**config.mk**
```make
export PLATFORM = sky130hd
export DESIGN_NAME = axi_wr_arbiter
export DESIGN_NICKNAME = d
export VERILOG_FILES = /design/src/rtl/axi_bus_pkg.sv /design/src/rtl/axi_rr_arbiter.sv /design/src/rtl/axi_wr_arbiter.sv
export SDC_FILE = /design/constraint.sdc
export NUM_CORES = 1
export LEC_CHECK = 0
export CELL_PAD_IN_SITES_DETAIL_PLACEMENT = 2
export CELL_PAD_IN_SITES_GLOBAL_PLACEMENT = 2
export CORE_MARGIN = 3
export CORE_UTILIZATION = 16
export CTS_CLUSTER_DIAMETER = 100
export DETAILED_ROUTE_END_ITERATION = 12
export GPL_TIMING_DRIVEN = 0
export PLACE_DENSITY_LB_ADDON = 0.1
export SLEW_MARGIN = 20
export SYNTH_ARGS = -nofsm -noshare
export SYNTH_HDL_FRONTEND = slang
export SYNTH_SLANG_ARGS = --single-unit
```
**constraint.sdc**
```tcl
create_clock -name clk -period 4.5 [get_ports clk]
set_clock_uncertainty 0.15 [all_clocks]
set_input_delay 1.35 -clock clk [delete_from_list [all_inputs] [get_ports clk]]
set_output_delay 1.35 -clock clk [all_outputs]
set_load 0.02 [all_outputs]
```
**src/rtl/axi_bus_pkg.sv**
```systemverilog
`default_nettype none
// ------------------------------------------------------------------
// axi_bus_pkg: shared AXI burst/response encodings and arbiter state.
// Rev 1.0
// ------------------------------------------------------------------
package axi_bus_pkg;

  localparam logic [1:0] BURST_FIXED = 2'd0;
  localparam logic [1:0] BURST_INCR  = 2'd1;
  localparam logic [1:0] BURST_WRAP  = 2'd2;

  localparam logic [1:0] RESP_OKAY   = 2'd0;
  localparam logic [1:0] RESP_EXOKAY = 2'd1;
  localparam logic [1:0] RESP_SLVERR = 2'd2;
  localparam logic [1:0] RESP_DECERR = 2'd3;

  typedef enum logic [1:0] {
    IDLE = 2'd0,
    ADDR = 2'd1,
    DATA = 2'd2,
    RESP = 2'd3
  } wr_arb_state_t;

  // Width of an index into n masters; never narrower than one bit.
  function automatic int idx_w(input int n);
    return (n > 1) ? $clog2(n) : 1;
  endfunction

endpackage
`default_nettype wire

```
**src/rtl/axi_rr_arbiter.sv**
```systemverilog
`default_nettype none
// ------------------------------------------------------------------
// axi_rr_arbiter: combinational round-robin pick, first request at or after ptr.
// Rev 1.0
// ------------------------------------------------------------------
module axi_rr_arbiter
  import axi_bus_pkg::*;
#(
  parameter int NUM_M = 2,
  localparam int IW   = idx_w(NUM_M)
) (
  input  logic [NUM_M-1:0] req,
  input  logic [IW-1:0]    ptr,
  output logic [NUM_M-1:0] grant,
  output logic [IW-1:0]    idx,
  output logic             valid
);

  logic [NUM_M-1:0] rot;

  always_comb begin
    rot   = NUM_M'({req, req} >> ptr);
    valid = 1'b0;
    idx   = '0;
    grant = '0;
    // Scan from the far end so the candidate nearest the pointer wins last.
    for (int k = NUM_M - 1; k >= 0; k--) begin
      if (rot[k]) begin
        valid = 1'b1;
        idx   = IW'((int'(ptr) + k) % NUM_M);
      end
    end
    for (int j = 0; j < NUM_M; j++) begin
      grant[j] = valid && (idx == IW'(j));
    end
  end

endmodule
`default_nettype wire

```
**src/rtl/axi_wr_arbiter.sv**
```systemverilog
`default_nettype none
// ------------------------------------------------------------------
// axi_wr_arbiter: round-robin share of one AXI write slave (AW/W/B) among NUM_M masters.
// Rev 1.0
// ------------------------------------------------------------------
module axi_wr_arbiter
  import axi_bus_pkg::*;
#(
  parameter int NUM_M = 2,
  parameter int ID_W  = 2,
  parameter int AW    = 32,
  parameter int DW    = 32
) (
  input  logic                  clk,
  input  logic                  rst,
  input  logic [NUM_M*ID_W-1:0] m_wr_addr_id,
  input  logic [NUM_M*AW-1:0]   m_wr_addr,
  input  logic [NUM_M*8-1:0]    m_wr_addr_len,
  input  logic [NUM_M*2-1:0]    m_wr_addr_burst,
  input  logic [NUM_M-1:0]      m_wr_addr_valid,
  output logic [NUM_M-1:0]      m_wr_addr_ready,
  input  logic [NUM_M*DW-1:0]   m_wr_data,
  input  logic [NUM_M*DW/8-1:0] m_wr_strb,
  input  logic [NUM_M-1:0]      m_wr_data_last,
  input  logic [NUM_M-1:0]      m_wr_data_valid,
  output logic [NUM_M-1:0]      m_wr_data_ready,
  output logic [NUM_M*ID_W-1:0] m_wr_back_id,
  output logic [NUM_M*2-1:0]    m_wr_back_resp,
  output logic [NUM_M-1:0]      m_wr_back_valid,
  input  logic [NUM_M-1:0]      m_wr_back_ready,
  output logic [ID_W-1:0]       s_wr_addr_id,
  output logic [AW-1:0]         s_wr_addr,
  output logic [7:0]            s_wr_addr_len,
  output logic [1:0]            s_wr_addr_burst,
  output logic                  s_wr_addr_valid,
  input  logic                  s_wr_addr_ready,
  output logic [DW-1:0]         s_wr_data,
  output logic [DW/8-1:0]       s_wr_strb,
  output logic                  s_wr_data_last,
  output logic                  s_wr_data_valid,
  input  logic                  s_wr_data_ready,
  input  logic [ID_W-1:0]       s_wr_back_id,
  input  logic [1:0]            s_wr_back_resp,
  input  logic                  s_wr_back_valid,
  output logic                  s_wr_back_ready,
  output logic [NUM_M-1:0]      grant,
  output logic                  len_err
);

  localparam int IW = idx_w(NUM_M);
  localparam int SW = DW / 8;

  wr_arb_state_t    state, state_nxt;
  logic [IW-1:0]    owner, ptr, arb_idx;
  logic [NUM_M-1:0] arb_grant;
  logic             arb_valid;
  logic [7:0]       len_q, beat;
  logic             aw_hs, w_hs, b_hs;

  logic [ID_W-1:0]  sel_id;
  logic [AW-1:0]    sel_addr;
  logic [7:0]       sel_len;
  logic [1:0]       sel_burst;
  logic             sel_aw_valid;
  logic [DW-1:0]    sel_data;
  logic [SW-1:0]    sel_strb;
  logic             sel_last, sel_w_valid, sel_b_ready;

  axi_rr_arbiter #(.NUM_M(NUM_M)) u_rr (
    .req   (m_wr_addr_valid),
    .ptr   (ptr),
    .grant (arb_grant),
    .idx   (arb_idx),
    .valid (arb_valid)
  );

  always_comb begin
    sel_id       = '0;
    sel_addr     = '0;
    sel_len      = '0;
    sel_burst    = '0;
    sel_aw_valid = 1'b0;
    sel_data     = '0;
    sel_strb     = '0;
    sel_last     = 1'b0;
    sel_w_valid  = 1'b0;
    sel_b_ready  = 1'b0;
    for (int j = 0; j < NUM_M; j++) begin
      if (owner == IW'(j)) begin
        sel_id       = m_wr_addr_id[j*ID_W +: ID_W];
        sel_addr     = m_wr_addr[j*AW +: AW];
        sel_len      = m_wr_addr_len[j*8 +: 8];
        sel_burst    = m_wr_addr_burst[j*2 +: 2];
        sel_aw_valid = m_wr_addr_valid[j];
        sel_data     = m_wr_data[j*DW +: DW];
        sel_strb     = m_wr_strb[j*SW +: SW];
        sel_last     = m_wr_data_last[j];
        sel_w_valid  = m_wr_data_valid[j];
        sel_b_ready  = m_wr_back_ready[j];
      end
    end
  end

  always_comb begin
    state_nxt       = state;
    aw_hs           = 1'b0;
    w_hs            = 1'b0;
    b_hs            = 1'b0;
    s_wr_addr_id    = '0;
    s_wr_addr       = '0;
    s_wr_addr_len   = '0;
    s_wr_addr_burst = '0;
    s_wr_addr_valid = 1'b0;
    s_wr_data       = '0;
    s_wr_strb       = '0;
    s_wr_data_last  = 1'b0;
    s_wr_data_valid = 1'b0;
    s_wr_back_ready = 1'b0;
    m_wr_addr_ready = '0;
    m_wr_data_ready = '0;
    m_wr_back_id    = '0;
    m_wr_back_resp  = '0;
    m_wr_back_valid = '0;
    case (state)
      IDLE: if (arb_valid) state_nxt = ADDR;
      ADDR: begin
        s_wr_addr_id    = sel_id;
        s_wr_addr       = sel_addr;
        s_wr_addr_len   = sel_len;
        s_wr_addr_burst = sel_burst;
        s_wr_addr_valid = sel_aw_valid;
        m_wr_addr_ready = grant & {NUM_M{s_wr_addr_ready}};
        aw_hs           = sel_aw_valid & s_wr_addr_ready;
        if (aw_hs) state_nxt = DATA;
      end
      DATA: begin
        s_wr_data       = sel_data;
        s_wr_strb       = sel_strb;
        s_wr_data_last  = sel_last;
        s_wr_data_valid = sel_w_valid;
        m_wr_data_ready = grant & {NUM_M{s_wr_data_ready}};
        w_hs            = sel_w_valid & s_wr_data_ready;
        if (w_hs && sel_last) state_nxt = RESP;
      end
      RESP: begin
        s_wr_back_ready = sel_b_ready;
        m_wr_back_valid = grant & {NUM_M{s_wr_back_valid}};
        for (int j = 0; j < NUM_M; j++) begin
          if (grant[j]) begin
            m_wr_back_id[j*ID_W +: ID_W] = s_wr_back_id;
            m_wr_back_resp[j*2 +: 2]     = s_wr_back_resp;
          end
        end
        b_hs = s_wr_back_valid & sel_b_ready;
        if (b_hs) state_nxt = IDLE;
      end
      default: state_nxt = IDLE;
    endcase
  end

  always_ff @(posedge clk or posedge rst) begin
    if (rst) state <= IDLE;
    else     state <= state_nxt;
  end

  always_ff @(posedge clk or posedge rst) begin
    if (rst) begin
      owner   <= '0;
      ptr     <= '0;
      grant   <= '0;
      len_q   <= '0;
      beat    <= '0;
      len_err <= 1'b0;
    end else begin
      if (state == IDLE && arb_valid) begin
        owner <= arb_idx;
        grant <= arb_grant;
      end
      if (aw_hs) begin
        len_q <= sel_len;
        beat  <= '0;
      end
      if (w_hs) begin
        beat <= beat + 8'd1;
        // LAST must coincide exactly with the final counted beat.
        if (sel_last != (beat == len_q)) len_err <= 1'b1;
      end
      if (b_hs) begin
        ptr   <= (owner == IW'(NUM_M - 1)) ? '0 : owner + IW'(1);
        grant <= '0;
      end
    end
  end

endmodule
`default_nettype wire

```
# Yosys cells after proc, flatten, opt, wreduce, memory -nomap -nowiden
# Cells that the tools add are included.
[op_classes]
muxes = 46
bitwise = 7
n_addsub = 3
shifts = 1
reduce_logical = 9
eq_ne = 9
[op_table]
columns = ["operator", "count"]
rows = [
  ["$mux W32", 4],
  ["$mux W2", 17],
  ["$mux W8", 4],
  ["$mux W1", 16],
  ["$mux W4", 4],
  ["$add A8 B1 Y8 const B", 1],
  ["$eq A8 B8 Y1", 1],
  ["$ne A2 B2 Y1 const B", 4],
  ["$pmux W2 S4", 1],
  ["$and A2 B2 Y2", 3],
  ["$eq A2 B2 Y1 const B", 2],
  ["$logic_and A1 B1 Y1", 4],
  ["$reduce_and A4 Y1", 1],
  ["$reduce_bool A2 Y1", 2],
  ["$shr A4 B1 Y2", 1],
  ["$and A1 B1 Y1", 3],
  ["$add A1 B1 Y1 const B", 2],
  ["$eq A2 B1 Y1 const B", 1],
  ["$logic_not A2 Y1", 1],
  ["$reduce_and A2 Y1", 1],
  ["$ne A1 B1 Y1", 1],
  ["$not A1 Y1", 1],
]
[totals]
ff_bits = 23
output_inout_bits = 101
input_bits = 177
wordCells = 82

# Longest topological paths before layout
[logic_depth]
ltp_word = 7
depth_mapped = 7
depth_no_buf = 6

# Hierarchy
# Synthesis repeated with hierarchy kept, for this count alone.
[hier_totals]
hier_cells = 320
hier_area_um2 = 2834.0
[by_module_without_submodules]
columns = ["module", "area_per_inst_um2", "cells_per_inst", "instances"]
rows = [
  ["axi_wr_arbiter", 2801.4, 315, 1],
  ["axi_rr_arbiter", 32.5, 5, 1],
]

# Least setup slack after synthesis
# No wires, ideal clock.
[synth_timing]
path_kind = "input -> output"
startpoint = "input s_wr_addr_ready"
endpoint = "output m_wr_addr_ready[1]"
required_ps = 3000
arrival_ps = 1891
path_buffers = 1
path_stages = 2
slack_ps = 1109
path_cell_list = "clkbuf_1 and3_1"
[synth_between]
elab_chain_len = 2
[synth_lines]
columns = ["item", "line_no", "source"]
rows = [
  ["from (decl)", "axi_wr_arbiter.sv:36", "input logic s_wr_addr_ready,"],
  ["$and A2 B2 Y2", "axi_wr_arbiter.sv:132", "m_wr_addr_ready = grant & {NUM_M{s_wr_addr_ready}};"],
  ["$mux W2", "axi_wr_arbiter.sv:124", "case (state)"],
  ["to (decl)", "axi_wr_arbiter.sv:21", "output logic [NUM_M-1:0] m_wr_addr_ready,"],
]
# No other way between the ends.

# Worst setup path after layout
[layout_timing]
startpoint = "input s_wr_addr_ready"
endpoint = "output m_wr_addr_ready[0]"
# Same word-level chain as after synthesis.

==> out/results.ini <==
[place]
dpl.hpwl_um = 13800
gp_congestion = 0.804
place_ws_ps = -127
dp_cells = 812
numPortBuffers = 277

[finish]
ff_latch_area_um2 = 576
multi_input_area_um2 = 2110
layout-drive-gt1-share = 0.0419
area_delta_synth_final_pct = 111
n_fill_cell = 1907
nNetsFinal = 780
layout.cells.non_filler = 818

[worst_setup_path]
critPathMaxFanout = 10
timing.critical_path.mode_cell = clkdlybuf4s50_1
slowest_delay_ps = 650
end_kind = primary output
path_class = in -> out
cp_slowest_cell = clkdlybuf4s50_1
arrival_ps = 2930
crit_required_ps = 3000
cp-start-kind = primary input
path_cells = clkdlybuf4s50_1 -> clkbuf_2 -> and3_1 -> clkdlybuf4s50_1
cp_top_family = buffers and inverters
crit_buf_inv = 3

[sta]
holdWs_ps = 346
setup_tns_ps = 0
setup_viol = 0
tightest_slew_ps = 919
rsz0062_at_grt = no
slew_headroom = 0.387
period_share = 0.985
layout_setup_ws_ps = 65.6
fmax_mhz = 226
fin_crit_ps = 4430
maxSlewViolCount = 0
finalHoldViolCount = 0

[die]
core_um2 = 16900
rows = 47
start_util = 0.167
die_h_um = 139
ios = 278
fp.dieW_um = 139
die-area_um2 = 19300

[power]
peakVddDrop_v = 0.000162
pwr_density_cell_nw_per_um2 = 496
leakage_nw = 2.47

[cts]
htreeDepth = 1
clk-insertion-delay-late_ps = 260
cts_sinks = 23
clk_pin_slew_ps = 60
cts_max_path_buffers = 2
clockRootBuffer = clkbuf_16
cts_tree = done
numCtsBuffers = 3

[synth]
yosys_most_used_dff = dfrtp_1
syn_inst = 315
synthesis.nets = 498
syn_area_per_cell_um2 = 8.96
async_flop_share = 1.00
synth_area_leaders = mux2i_1 31%, dfrtp_1 20%, nor2b_1 18%, and3_1 3.8%, a32o_1 2.8%
synthesis.area_um2 = 2820
yosys-top-cells-count = 87 x mux2i_1, 83 x nor2b_1, 23 x dfrtp_1
synth-edff-count = 0
yosysSeqAreaShare = 0.204
synth_top_area_share = 0.309
synthMostInstantiatedCell = mux2i_1
yosys.cell_types.count = 38
yosys_warnings = 0
synth-seq-cells = 23
yosys.area.top_type = mux2i_1

[job]
drv_cap = 0

[route]
via_count = 3503
ant_nets = 0
drtIter0Drc = 24
drc_errors = 0
routedWlPerCell_um = 19.3
routed_via_density = 4.28
drt_wl_total_um = 15800
dr.pass1.iters = 4

[global_route]
grtUsageMet3 = 0.0521
grt_pass1_wl_um = 23900
grt_max_degree = 24
use_met2 = 0.302
grt_use_total = 0.155
top_usage_layer = met2
antenna_found_initial = 2
grt.overflow.total = 0
use_met1 = 0.160
first_global_vias = 4027

[min_path]
hold_class = reg -> reg

[run_status]
outcome = finished, final reports clean

==> registers in the layout (all words and copies together) (netlist names) <==
name     cells
len_err      1
ptr          1
grant        2
beat         8
state        2
len_q        8
owner        1
==> per-stage QoR <==
stage                     total power [mW]  cell area [um2]  utilization
after floorplan                       1.75             2820            -
after global placement                2.76             5870        0.347
after detailed placement              2.82             5870        0.347
after CTS                             3.03             5950        0.351
after global routing                  3.18             5960        0.352
final                                 2.96             5960        0.352
==> metal layers <==
layer / routed length (um) / vias to the layer above / share of wire
li1: - / 1667 / -
met1: 5660 / 1657 / 0.36
met2: 8450 / 164 / 0.54
met3: 1330 / 15 / 0.085
met4: 319 / 0 / 0.020
met5: 0 / - / 0
==> where the power goes <==
group	internal (mW)	switching (mW)	leakage, nW
Sequential	0.283	0.0803	0.292
Clock	0.121	0.0786	0.0382
Combinational	1.20	1.20	2.14
==> layout make-up <==
| cell class | instances | share of cell area |
|---|---|---|
| well taps | 220 | 0.0462 |
| plain buffers | 23 | 0.0191 |
| repair buffers | 277 | 0.466 |
| flip-flops and latches | 23 | 0.0966 |
| inverters | 5 | 0.00315 |
| multi-input cells | 264 | 0.355 |
| diodes | 2 | 0.000840 |
| clock buffers | 4 | 0.0132 |
==> worst paths after layout <==
kind                       cells after the start                  end            startpoint  slack [ps]
setup / recovery                               4   m_wr_addr_ready[0]       s_wr_addr_ready          70
hold / removal                                 1  len_err$_DFFE_PP0P_   len_err$_DFFE_PP0P_         350
setup reg to reg                               6  beat[6]$_DFFE_PP0P_  state[0]$_DFFE_PP0P_        2360
hold reg to reg                                1  len_err$_DFFE_PP0P_   len_err$_DFFE_PP0P_         350
max in group asynchronous                      2  beat[2]$_DFFE_PP0P_                   rst        2190
min in group asynchronous                      2  beat[1]$_DFFE_PP0P_                   rst        1450
==> layout by cell type (no fill, tap or decap), types with 3 or more instances in the layout <==
cell type	netlist	final
nand3_1	4	4
and2_1	3	3
clkbuf_16	0	3
ha_1	6	6
clkbuf_1	11	11
xnor2_1	9	9
a32o_1	8	8
clkdlybuf4s50_1	0	276
and3_1	17	17
inv_1	5	5
mux2_1	3	3
nor2b_1	83	83
a21oi_1	5	5
dfrtp_1	23	23
buf_2	9	9
mux2i_1	87	87
nor2_1	6	6
nand2_1	7	7
==> what timing repair did <==
action / CTS / global route
hold buffers: 0 / 0
gates resized for setup: 1 / 1
buffers inserted: 0 / 0
endpoints found under the setup margin: 2 / 1
endpoints found under the hold margin: 0 / 0
gates cloned: 0 / 0
==> kinds of logic after synthesis <==
group	synth area share
adder cells (fa/ha/maj)	0.0266
AO/OA/AOI/OAI	0.0758
flip-flops	0.204
multiplexers	0.340
buffers and inverters	0.0466
AND/OR/NAND/NOR	0.279
XOR/XNOR	0.0279
(Power assumes the default switching activity.)
